**src/rtl/conway_board_scanner.sv**
```systemverilog
// conway_board_scanner
//   Reader side of the Conway cell array. Every STEP_CYCLES clocks it snapshots
//   the whole board, streams the snapshot out one row word at a time over a
//   valid/ready interface, and only after the last row is accepted issues the
//   one-cycle step_ena strobe that advances every cell one generation. Readout
//   and generation updates never overlap, so each frame is one consistent
//   generation.
//
//   Optional feature: define CONWAY_SCAN_POPCOUNT_EN to add out_alive, the
//   number of live cells in the current snapshot.
//
// Ports
//   clk        clock
//   rst        synchronous, active-high reset
//   cells_q    live board, cell (r,c) = bit r*COLS+c
//   step_ena   one-cycle generation-advance pulse to every cell
//   out_data   row word, out_data[c] = snapshot cell (out_row,c)
//   out_row    index of the row on out_data
//   out_last   high with out_valid on the final row
//   out_valid  row word valid
//   out_ready  sink accepts the word on a posedge with out_valid high
//   busy       high while streaming or stepping
//   out_alive  (CONWAY_SCAN_POPCOUNT_EN only) live-cell count of the snapshot
module conway_board_scanner #(
  parameter int ROWS        = 8,
  parameter int COLS        = 8,
  parameter int STEP_CYCLES = 1_000_000
) (
  input  logic                          clk,
  input  logic                          rst,
  input  logic [ROWS*COLS-1:0]          cells_q,
  output logic                          step_ena,
  output logic [COLS-1:0]               out_data,
  output logic [$clog2(ROWS)-1:0]       out_row,
  output logic                          out_last,
  output logic                          out_valid,
  input  logic                          out_ready,
  output logic                          busy
`ifdef CONWAY_SCAN_POPCOUNT_EN
  ,
  output logic [$clog2(ROWS*COLS+1)-1:0] out_alive
`endif
);

  localparam int RW = $clog2(ROWS);
  localparam int WW = $clog2(STEP_CYCLES + 1);
  localparam logic [RW-1:0] LAST_ROW  = RW'(ROWS - 1);
  localparam logic [WW-1:0] WAIT_LAST = WW'(STEP_CYCLES - 1);

  typedef enum logic [1:0] {S_WAIT, S_SEND, S_STEP} state_t;

  state_t                      state, state_d;
  logic [WW-1:0]               wait_cnt, wait_d;
  // Packed so that snap[r] is exactly row r of the flat cells_q vector.
  logic [ROWS-1:0][COLS-1:0]   snap, snap_d;
  logic [COLS-1:0]             data_d;
  logic [RW-1:0]               row_d, row_nxt;
  logic                        valid_d, last_d, step_d, busy_d;

`ifdef CONWAY_SCAN_POPCOUNT_EN
  localparam int AW = $clog2(ROWS*COLS + 1);
  logic [AW-1:0] alive_d;
`endif

  // out_row doubles as the row counter: it is registered and only ever
  // advances on an accepted word, which is exactly the row pointer's rule.
  assign row_nxt = out_row + 1'b1;

  always_comb begin
    state_d  = state;
    wait_d   = wait_cnt;
    snap_d   = snap;
    data_d   = out_data;
    row_d    = out_row;
    valid_d  = out_valid;
    last_d   = out_last;
    step_d   = 1'b0;
    busy_d   = busy;
`ifdef CONWAY_SCAN_POPCOUNT_EN
    alive_d  = out_alive;
`endif
    case (state)
      S_WAIT: begin
        if (wait_cnt == WAIT_LAST) begin
          snap_d  = cells_q;
          data_d  = cells_q[COLS-1:0];
          row_d   = '0;
          valid_d = 1'b1;
          last_d  = 1'b0;
          busy_d  = 1'b1;
          wait_d  = '0;
          state_d = S_SEND;
`ifdef CONWAY_SCAN_POPCOUNT_EN
          alive_d = '0;
          for (int unsigned i = 0; i < ROWS*COLS; i++)
            alive_d = alive_d + AW'(cells_q[i]);
`endif
        end else begin
          wait_d = wait_cnt + 1'b1;
        end
      end
      S_SEND: begin
        // out_valid is always high here; payload holds until accepted.
        if (out_ready) begin
          if (out_row == LAST_ROW) begin
            valid_d = 1'b0;
            last_d  = 1'b0;
            step_d  = 1'b1;
            state_d = S_STEP;
          end else begin
            row_d  = row_nxt;
            data_d = snap[row_nxt];
            last_d = (row_nxt == LAST_ROW);
          end
        end
      end
      S_STEP: begin
        busy_d  = 1'b0;
        wait_d  = '0;
        state_d = S_WAIT;
      end
      default: state_d = S_WAIT;
    endcase
  end

  always_ff @(posedge clk) begin
    if (rst) begin
      state     <= S_WAIT;
      wait_cnt  <= '0;
      snap      <= '0;
      out_data  <= '0;
      out_row   <= '0;
      out_valid <= 1'b0;
      out_last  <= 1'b0;
      step_ena  <= 1'b0;
      busy      <= 1'b0;
`ifdef CONWAY_SCAN_POPCOUNT_EN
      out_alive <= '0;
`endif
    end else begin
      state     <= state_d;
      wait_cnt  <= wait_d;
      snap      <= snap_d;
      out_data  <= data_d;
      out_row   <= row_d;
      out_valid <= valid_d;
      out_last  <= last_d;
      step_ena  <= step_d;
      busy      <= busy_d;
`ifdef CONWAY_SCAN_POPCOUNT_EN
      out_alive <= alive_d;
`endif
    end
  end

endmodule

```
**config.mk**
```make
export PLATFORM = sky130hd
export DESIGN_NAME = conway_board_scanner
export DESIGN_NICKNAME = d
export VERILOG_FILES = /design/src/rtl/conway_board_scanner.sv
export SDC_FILE = /design/constraint.sdc
export NUM_CORES = 1
export LEC_CHECK = 0
export CORE_MARGIN = 4
export CORE_UTILIZATION = 25
export CTS_CLUSTER_DIAMETER = 80
export CTS_CLUSTER_SIZE = 14
export DETAILED_ROUTE_END_ITERATION = 7
export GPL_TIMING_DRIVEN = 0
export PLACE_DENSITY_LB_ADDON = 0.15
export SLEW_MARGIN = 25
export SYNTH_ARGS = -nofsm -noshare
export SYNTH_HDL_FRONTEND = slang
export SYNTH_SLANG_ARGS = --single-unit
```
**constraint.sdc**
```tcl
create_clock -name clk -period 5.3 [get_ports clk]
set_input_delay 0.53 -clock clk [delete_from_list [all_inputs] [get_ports clk]]
set_output_delay 0.53 -clock clk [all_outputs]
set_load 0.005 [all_outputs]
```
==> qor.txt <==
CP bufs+invs -> 4
DRT iter0 DRCs -> 202
Fin crit period -> 2.87 ns
First-pass GRT wire length -> 21900 um
Synthesis-to-finish area growth -> 29.9%
Synth cell count leaders -> nand2_1 (150), dfxtp_1 (101), a21oi_1 (83), nor2_1 (23), clkbuf_1 (16)
Top Ports -> 82
Cell Area, Placed -> 0.00570 sq mm
Die H -> 144 um
Slew headroom -> 0.413
Least-Margin Pin Slew -> 0.858 ns
Tot GR Track Use -> 0.138
Port buffer count -> 81
Flops & latches, synth -> 101
Ys flop type -> dfxtp_1
Compound-cell area share of the yosys netlist -> 0.205
Antenna violations before repair -> 0
Async SR Flop Fraction -> 0
Root Driver -> clkbuf_16
Hold/Removal Path Class -> flop to flop
Power, Total -> 0.00148 W
Synth Area in Adders -> 0.0109
Filler cell count -> 1940
Via count of the routed design -> 4193
Most frequent cell after synthesis -> nand2_1
Yosys top cell area share -> 0.439
Crit-path leading delay family -> compound AO/OA/AOI/OAI gates
DP Wirelength -> 11000 um
CP peak stage delay -> 0.68 ns
Max Buffers Root-to-Sink -> 2
DR WL/cell -> 16.2 um
Fraction of layout cells with a size suffix above 1 -> 0.0917
Fmax -> 348 MHz
Simple-gate share of the synthesized area -> 0.216
Mux cell area share after synthesis -> 0.0696
GP Congestion -> 0.818
Max-cap viol count -> 0
Sequential area share after synthesis -> 0.439
CP Max Fanout -> 10
Setup crit end kind -> flop
Hold buffers post-CTS -> 0
Critical path data arrival time -> 3.14 ns
Post-Syn Area -> 0.00460 sq mm
Layout Skew -> 0.00917 ns
Worst EP required -> 5.57 ns
Post-synthesis xor/xnor area fraction -> 0.00381
Total setup buffers inserted after CTS -> 0
Yosys cell types -> 49
Yosys top cell by area -> dfxtp_1
Power Density -> 247 mW/mm^2
Mapped Avg Cell Area -> 8.26 sq um
Row Count -> 49
Period Utilization, post-route -> 0.542
Ys Warns -> 0
Unrepaired setup endpoints after global routing -> false
Die area -> 0.0206 sq mm
Startpoint Class -> flop
NumNets Final -> 720
Net count after synthesis -> 628
Critical path type -> flop to flop
Core area -> 0.0180 sq mm
Initial Util -> 0.255
Die Wd -> 144 um
Hold Slack -> 0.450 ns
Crit path cell chain -> inv_1 > ha_1 > buf_4 > buf_2 > buf_4 > a211oi_1 > a2111oi_0 > a21oi_1 > a211oi_1
Final count of pins violating max slew -> 0
Post-CTS sizing -> 0
Total wire length -> 14300 um
# setup viols final -> 0
Number of global-route vias before repair -> 4049
LEAKAGE -> 2.07 nW
Synth top area cells -> dfxtp_1 (44%), nand2_1 (12%), a21oi_1 (9.0%), mux2i_1 (3.0%), mux2_2 (2.9%)
Clk_lat worst skew -> 0.35 ns
Largest net degree at the start of global routing -> 18
Clock slew at reported path FFs -> 0.07 ns
VDD IR-drop max -> 0.184 mV
CTS buffer count -> 9
Reg-to-reg slack, setup -> 2.43 ns
DRT Pass-1 Iters -> 4
Via density -> 4.75
Grt ovf -> 0
Largest family of logic cells by synthesized area -> simple AND/OR/NAND/NOR gates
Routed Antenna Nets -> 0
EDFF count, synth -> 0
# clock sinks -> 101
DRC viols -> 0
Max stage delay cell, worst path -> a2111oi_0
H-tree levels -> 3
CTS tree -> yes
Status -> completed
Final Hold Vio Count -> 0
Mapped Cells -> 557
Setup TNS -> 0 ns
Design area -> 0.00598 sq mm
Diodes inserted -> 0
==> layout by cell type (no fill, tap or decap), types with 8 or more instances in the layout <==
master,instances
nand3_1,8
buf_6,8
mux2i_1,14
nand2_1,150
clkbuf_16,9
clkbuf_1,17
mux2_2,12
clkdlybuf4s50_1,81
dfxtp_1,101
nor2_1,23
buf_2,12
a31oi_1,11
nor2b_1,12
a211oi_1,13
o22ai_1,8
a21oi_1,83
==> flip-flops by register name, summed over array words and instances, names as in the netlist <==
name and flops:
step_ena 1, out_last 1, wait_cnt 20, busy 1, out_row 3, out_valid 1
out_data 8, snap 64, state 2
==> final timing paths <==
check                      to        from  cells past startpoint
setup / recovery  out_data[3]  out_row[0]                      9
hold / removal       snap[23]    snap[23]                      2
setup reg to reg  out_data[3]  out_row[0]                      9
hold reg to reg      snap[23]    snap[23]                      2
==> cell families after synthesis <==
logic type	Yosys count
AO/OA/AOI/OAI	153
AND/OR/NAND/NOR	222
flip-flops	101
buffers and inverters	45
XOR/XNOR	2
adder cells (fa/ha/maj)	4
multiplexers	30
==> layout make-up <==
class	instances	area (sq um)	share of cell area
clock buffer	10	229	0.0383
buffer	40	236	0.0396
inverter	5	18.8	0.00314
multi-input combinational	411	2320	0.389
timing repair buffer	81	811	0.136
clock inverter	6	48.8	0.00816
tap	229	287	0.0479
sequential	101	2020	0.338
==> per-layer routing <==
metal	track usage	wire length [um]	up-vias
li1	-	-	2136
met1	0.192	6890	1946
met2	0.215	6520	97
met3	0.0306	714	14
met4	0.0406	221	0
met5	0	0	-
==> power by group <==
group | leakage [nW] | internal (W) | total [W] | switching (W)
Clock | 0.125 | 0.000322 | 0.000627 | 0.000305
Sequential | 0.814 | 0.000761 | 0.000766 | 0.00000461
Combinational | 1.14 | 0.0000518 | 0.0000846 | 0.0000328
Total | 2.07 | 0.00114 | 0.00148 | 0.000342
==> worst reg2reg max path, cell delays in order, from the launching register on <==
cell and delay [ns]:
dfxtp_1 0.57, inv_1 0.09, ha_1 0.29, buf_4 0.13, buf_2 0.28, buf_4 0.26, a211oi_1 0.14, a2111oi_0 0.68
a21oi_1 0.11, a211oi_1 0.25
==> through the flow <==
stage / worst slack, ns / util / instances
5_1_grt: 2.27 / 0.332 / 883
3_3_place_gp: 2.49 / 0.316 / 867
3_5_place_dp: 2.45 / 0.316 / 867
4_1_cts: 2.45 / 0.332 / 883
2_1_floorplan: 3.25 / - / 557
6_report: 2.43 / 0.332 / 883
(Power assumes the default switching activity.)
